**src/rtl/conv_pe_scheduler.sv**
```systemverilog
// Sequences one 3x3x3 conv PE: weight bank load, then every filter per window, results into a credit FIFO.
// Latency: PE_LATENCY cycles from issue to FIFO capture; one filter per cycle when res_ready is held high.
// Backpressure: issue stalls while fifo_count+inflight reaches FIFO_DEPTH; SCHED_PERF_CNT_EN enables stall_cnt_o.
module conv_pe_scheduler #(
  parameter int NUM_OF_FILTERS = 16,
  parameter int PE_LATENCY     = 2,
  parameter int FIFO_DEPTH     = 4,
  parameter int DATA_W         = 216
) (
  input  logic                              clk_i,
  input  logic                              rst_n,
  input  logic                              start_i,
  input  logic                              w_valid_i,
  output logic                              w_ready_o,
  input  logic [DATA_W-1:0]                 w_data_i,
  input  logic                              win_valid_i,
  output logic                              win_ready_o,
  input  logic [DATA_W-1:0]                 win_data_i,
  input  logic                              win_last_i,
  output logic [DATA_W-1:0]                 pe_in_a_o,
  output logic [DATA_W-1:0]                 pe_in_b_o,
  input  logic [63:0]                       pe_out_c_i,
  output logic                              res_valid_o,
  input  logic                              res_ready_i,
  output logic [63:0]                       res_data_o,
  output logic [$clog2(NUM_OF_FILTERS)-1:0] res_filter_o,
  output logic                              res_last_o,
  output logic                              busy_o,
  output logic                              done_o,
  output logic [31:0]                       stall_cnt_o
);

  localparam int FW = $clog2(NUM_OF_FILTERS);
  localparam int AW = $clog2(FIFO_DEPTH);
  localparam int CW = $clog2(FIFO_DEPTH + PE_LATENCY + 1) + 1;
  localparam logic [CW-1:0] DEPTH_C = CW'(FIFO_DEPTH);
  localparam logic [FW-1:0] LAST_F  = FW'(NUM_OF_FILTERS - 1);

  typedef enum logic [2:0] {S_IDLE, S_LOAD_W, S_WAIT_WIN, S_ISSUE, S_DRAIN} state_t;

  state_t             state, state_nxt;
  logic [FW-1:0]      widx, fidx;
  logic [DATA_W-1:0]  bank [NUM_OF_FILTERS];
  logic [DATA_W-1:0]  win_q;
  logic               win_last_q;
  logic               tag_vld_q  [PE_LATENCY];
  logic [FW-1:0]      tag_fidx_q [PE_LATENCY];
  logic               tag_last_q [PE_LATENCY];
  logic [CW-1:0]      inflight, fifo_count;
  logic               credit, issue, push, pop;
  logic [AW-1:0]      wr_ptr, rd_ptr;
  logic [63:0]        mem_dat  [FIFO_DEPTH];
  logic [FW-1:0]      mem_fid  [FIFO_DEPTH];
  logic               mem_last [FIFO_DEPTH];

  // Count of valid tags travelling through the PE shadow pipeline
  always_comb begin
    inflight = '0;
    for (int i = 0; i < PE_LATENCY; i++) inflight = inflight + CW'(tag_vld_q[i]);
  end

  // Credit uses registered occupancy only; a pop in this cycle is not credited
  assign credit = (fifo_count + inflight) < DEPTH_C;

  // State register
  always_ff @(posedge clk_i) begin
    if (!rst_n) state <= S_IDLE;
    else        state <= state_nxt;
  end

  // Next-state and control outputs
  always_comb begin
    state_nxt   = state;
    w_ready_o   = 1'b0;
    win_ready_o = 1'b0;
    issue       = 1'b0;
    done_o      = 1'b0;
    busy_o      = (state != S_IDLE);
    case (state)
      S_IDLE:   if (start_i) state_nxt = S_LOAD_W;
      S_LOAD_W: begin
        w_ready_o = 1'b1;
        if (w_valid_i && widx == LAST_F) state_nxt = S_WAIT_WIN;
      end
      S_WAIT_WIN: begin
        win_ready_o = 1'b1;
        if (win_valid_i) state_nxt = S_ISSUE;
      end
      S_ISSUE: begin
        issue = credit;
        if (credit && fidx == LAST_F) state_nxt = win_last_q ? S_DRAIN : S_WAIT_WIN;
      end
      S_DRAIN: begin
        if (inflight == '0 && fifo_count == '0) begin
          done_o    = 1'b1;
          state_nxt = S_IDLE;
        end
      end
      default:  state_nxt = S_IDLE;
    endcase
  end

  assign pe_in_a_o = issue ? win_q      : '0;
  assign pe_in_b_o = issue ? bank[fidx] : '0;

  // Weight/filter indices and latched window
  always_ff @(posedge clk_i) begin
    if (!rst_n) begin
      widx       <= '0;
      fidx       <= '0;
      win_q      <= '0;
      win_last_q <= 1'b0;
    end else begin
      if (state == S_IDLE && start_i) widx <= '0;
      if (state == S_LOAD_W && w_valid_i) widx <= widx + FW'(1);
      if (state == S_WAIT_WIN && win_valid_i) begin
        win_q      <= win_data_i;
        win_last_q <= win_last_i;
        fidx       <= '0;
      end
      if (issue) fidx <= fidx + FW'(1);
    end
  end

  // Weight bank holds its contents across reset
  always_ff @(posedge clk_i) begin
    if (state == S_LOAD_W && w_valid_i) bank[widx] <= w_data_i;
  end

  // Tag pipeline mirrors the PE latency so each result is labelled on exit
  always_ff @(posedge clk_i) begin
    if (!rst_n) begin
      for (int i = 0; i < PE_LATENCY; i++) begin
        tag_vld_q[i]  <= 1'b0;
        tag_fidx_q[i] <= '0;
        tag_last_q[i] <= 1'b0;
      end
    end else begin
      tag_vld_q[0]  <= issue;
      tag_fidx_q[0] <= fidx;
      tag_last_q[0] <= issue && win_last_q && (fidx == LAST_F);
      for (int i = 1; i < PE_LATENCY; i++) begin
        tag_vld_q[i]  <= tag_vld_q[i-1];
        tag_fidx_q[i] <= tag_fidx_q[i-1];
        tag_last_q[i] <= tag_last_q[i-1];
      end
    end
  end

  assign push = tag_vld_q[PE_LATENCY-1];
  assign pop  = res_valid_o && res_ready_i;

  // Result storage; occupancy is guarded by credit so no full check is needed
  always_ff @(posedge clk_i) begin
    if (push) begin
      mem_dat[wr_ptr]  <= pe_out_c_i;
      mem_fid[wr_ptr]  <= tag_fidx_q[PE_LATENCY-1];
      mem_last[wr_ptr] <= tag_last_q[PE_LATENCY-1];
    end
  end

  // FIFO pointers and occupancy
  always_ff @(posedge clk_i) begin
    if (!rst_n) begin
      wr_ptr     <= '0;
      rd_ptr     <= '0;
      fifo_count <= '0;
    end else begin
      if (push) wr_ptr <= wr_ptr + AW'(1);
      if (pop)  rd_ptr <= rd_ptr + AW'(1);
      case ({push, pop})
        2'b10:   fifo_count <= fifo_count + CW'(1);
        2'b01:   fifo_count <= fifo_count - CW'(1);
        default: fifo_count <= fifo_count;
      endcase
    end
  end

  assign res_valid_o  = (fifo_count != '0);
  assign res_data_o   = res_valid_o ? mem_dat[rd_ptr]  : '0;
  assign res_filter_o = res_valid_o ? mem_fid[rd_ptr]  : '0;
  assign res_last_o   = res_valid_o ? mem_last[rd_ptr] : 1'b0;

`ifdef SCHED_PERF_CNT_EN
  logic [31:0] stall_q;

  // Saturating count of ISSUE cycles blocked by credit
  always_ff @(posedge clk_i) begin
    if (!rst_n)                                     stall_q <= '0;
    else if (state == S_IDLE && start_i)            stall_q <= '0;
    else if (state == S_ISSUE && !credit && stall_q != '1) stall_q <= stall_q + 32'd1;
  end

  assign stall_cnt_o = stall_q;
`else
  assign stall_cnt_o = '0;
`endif

endmodule

```
**config.mk**
```make
export PLATFORM = sky130hd
export DESIGN_NAME = conv_pe_scheduler
export DESIGN_NICKNAME = d
export VERILOG_FILES = /design/src/rtl/conv_pe_scheduler.sv
export SDC_FILE = /design/constraint.sdc
export NUM_CORES = 2
export LEC_CHECK = 0
export CORE_ASPECT_RATIO = 2
export CORE_MARGIN = 8
export CORE_UTILIZATION = 54
export DETAILED_ROUTE_END_ITERATION = 8
export PLACE_DENSITY = 0.74
export SLEW_MARGIN = 20
export SYNTH_ARGS = -nofsm -noshare
export SYNTH_HDL_FRONTEND = slang
export SYNTH_SLANG_ARGS = --single-unit
```
**constraint.sdc**
```tcl
create_clock -name clk_i -period 24.7 [get_ports clk_i]
set_input_delay 4.94 -clock clk_i [delete_from_list [all_inputs] [get_ports clk_i]]
set_output_delay 4.94 -clock clk_i [all_outputs]
set_load 0.1 [all_outputs]
```
==> metrics.cfg <==
[setup_path]
critPathMaxFanout=110
r2r_setup_slack_ps=19570
reg2reg_depth=7
end_kind=primary output
arrival_ps=7440
critPathLaunchType=flip-flop
path_class=reg -> out
r2r_end=bank[6][4]$_DFFE_PP_
crit_required_ps=19760
r2r_start=state[0]$_SDFFE_PN0P_

[sta]
relSlewSlack=0.00796
min_period_ps=12380
setup_tns_ps=0
finClkSkew_ps=25.0
tightest_slew_ps=1490
setup_viol=0
report.final.slew_viol_count=0
finalHoldViolCount=0
period_share=0.501
rsz0062_at_grt=false
fmax_ghz=0.0808

[yosys]
synth_ff_type=edfxtp_1
synth_cells=7186
ys_ff_latch=3986
syn_avg_cell_area_um2=20.9
netlist.area_leader.share=0.744
syn_area_um2=151000
seq_area_frac_synth=0.778
synth_warnings=0
synth-edff-count=3732
synth_area_leader_cell=edfxtp_1
async_reset_ff_frac=0
synth_cell_types=51
synth.area.top_cells=edfxtp_1, mux4_2, dfxtp_1, a21oi_1, a22oi_1

[clock_network]
clk_path_buf_depth=4
path_clk_slew_ps=70
cts_made_buffers=337
cts_tree=built
ctsResizeCount=0
holdBufCountCts=0
htreeDepth=5
cts_setup_buffers=0
cts_root_buf=clkbuf_16
clk-insertion-delay-late_ps=900
cts_sinks=3986

[power_and_ir_drop]
ir_drop_mv=0.0772
p_per_area_nw_per_um2=74.2
leakage_nw=53.9

[global_route]
grt_usage=0.297
grt_pass1_vias=79700
grt_max_degree=150
grt-ovfl-total=0
antenna_found_initial=140
grt_pass1_wl_mm=622

[hold_path]
min-delay-start=tag_last_q[0][0]$_SDFF_PN0_
hold_path_end=tag_last_q[0][1]$_SDFF_PN0_
hold_depth=1
hp-class=reg -> reg

[finish]
drive_above_1_share=0.203
mostFrequentLayoutCells=edfxtp_1, mux4_2, clkdlybuf4s50_1, nand2_1, a21oi_1
final_common_cell=edfxtp_1
fin_nets=8721
area_delta_synth_final_pct=16.5
fill_cells=18700
utilization=0.631

[run]
maxCapViolations=0

[floorplanning]
core_area_um2=278000
die_area_um2=297000
dieWidth_um=389
io_pins=1041
die_h_um=763
num_rows=274
start_util=0.541

[detailed_routing]
drt_wl_total_mm=449
route.vias.total=78000
vias_per_cell=6.35
wl_per_cell_um=36.5
drtIter0Drc=8261
ant_nets=0
first_pass_iters=6
drc=0

[outcome]
status=complete, no violations

[place]
hpwl_mm=272
io_buffer_count=1008
gp_congestion=1.03

==> logic make-up (layout without fill, tap and decap cells) <==
kind of cell / after synthesis / after routing / share of synthesized area
AO/OA/AOI/OAI: 806 / 806 / 0.0337
XOR/XNOR: 5 / 5 / 0.000291
adder cells (fa/ha/maj): 16 / 16 / 0.00138
buffers and inverters: 513 / 1761 / 0.0166
flip-flops: 3986 / 3986 / 0.778
multiplexers: 949 / 949 / 0.141
other: 1 / 120 / 0.0000249
AND/OR/NAND/NOR: 910 / 910 / 0.0291
==> where the power goes <==
group          internal, mW  switching (mW)  leakage [nW]
Sequential             7.39         0.00494          35.6
Clock                  2.97            2.39          5.36
Combinational        0.0899           0.156          13.0
==> layer usage <==
layer,track usage,vias to the layer above,share of wire
li1,-,31800,-
met1,0.344,41300,0.33
met5,0,-,0.0017
met2,0.507,3990,0.51
met4,0.143,120,0.057
met3,0.0869,856,0.10
==> worst max-delay path by stage <==
stage,to,slack (ps)
finish,pe_in_b_o[120],12320
global route,pe_in_b_o[120],11660
CTS,pe_in_b_o[120],11900
detailed placement,pe_in_b_o[120],12890
global placement,pe_in_b_o[120],13010
floorplan,bank[0][0]$_DFFE_PP_,3580
==> cell usage after synthesis (2+ instances only) <==
| cell | n |
|---|---|
| mux4_2 | 933 |
| o31ai_1 | 2 |
| ha_1 | 15 |
| and3_1 | 216 |
| o22ai_1 | 160 |
| a22oi_1 | 233 |
| xor2_1 | 3 |
| nor3_1 | 88 |
| buf_6 | 10 |
| clkbuf_1 | 214 |
| buf_4 | 77 |
| inv_1 | 13 |
| edfxtp_1 | 3732 |
| o21a_1 | 2 |
| nor2b_1 | 14 |
| nand2b_1 | 11 |
| or2_2 | 2 |
| dfxtp_1 | 254 |
| o211ai_1 | 3 |
| a21oi_1 | 353 |
| buf_2 | 171 |
| buf_1 | 27 |
| a22oi_2 | 20 |
| xnor2_1 | 2 |
| and2_1 | 84 |
| mux2i_1 | 15 |
| nand3_1 | 6 |
| nor2_1 | 32 |
| a211oi_1 | 24 |
| nand2_1 | 449 |
==> area by class of cell <==
class / instances / area, µm² / area share
Sequential cell: 3986 / 117000 / 0.668
Clock inverter: 203 / 2060 / 0.0118
Inverter: 14 / 60.1 / 0.000342
Multi-Input combinational cell: 2718 / 31200 / 0.178
Tap cell: 3726 / 4660 / 0.0266
Clock buffer: 399 / 8890 / 0.0507
Antenna cell: 88 / 220 / 0.00126
Timing Repair Buffer: 1145 / 11100 / 0.0635
==> metrics by stage <==
| step | setup slack (ps) | hold WS (ps) | cells | area, µm² | power (mW) |
|---|---|---|---|---|---|
| 3_3_place_gp | 13010 | 425 | 11600 | 164000 | 7.78 |
| 3_5_place_dp | 12890 | 422 | 11600 | 164000 | 7.79 |
| 4_1_cts | 11900 | 452 | 12200 | 175000 | 13.1 |
| 5_1_grt | 11660 | 464 | 12200 | 175000 | 13.3 |
| 2_1_floorplan | 3580 | 412 | 7217 | 151000 | 7.62 |
| 6_report | 12320 | 444 | 12300 | 175000 | 13.0 |
==> critical path, cell delays in order, from the launching register on <==
cell             delay (ps)
dfxtp_4                 880
buf_12                  670
buf_4                   920
buf_4                   770
buf_4                   820
mux4_2                  380
o22ai_1                 110
nor3_1                  490
clkdlybuf4s50_1        1240
==> state kept, by name (all words and copies together), names as in the netlist, named ones only <==
signal and cells:
tag_fidx_q 8, tag_vld_q 2, widx 4, tag_last_q 2, fifo_count 4, mem_fid 16
mem_dat 256, state 3, fidx 4, rd_ptr 2, wr_ptr 2, bank 3456
win_last_q 1, mem_last 4, win_q 216
Power figures use the tool's default switching activity.
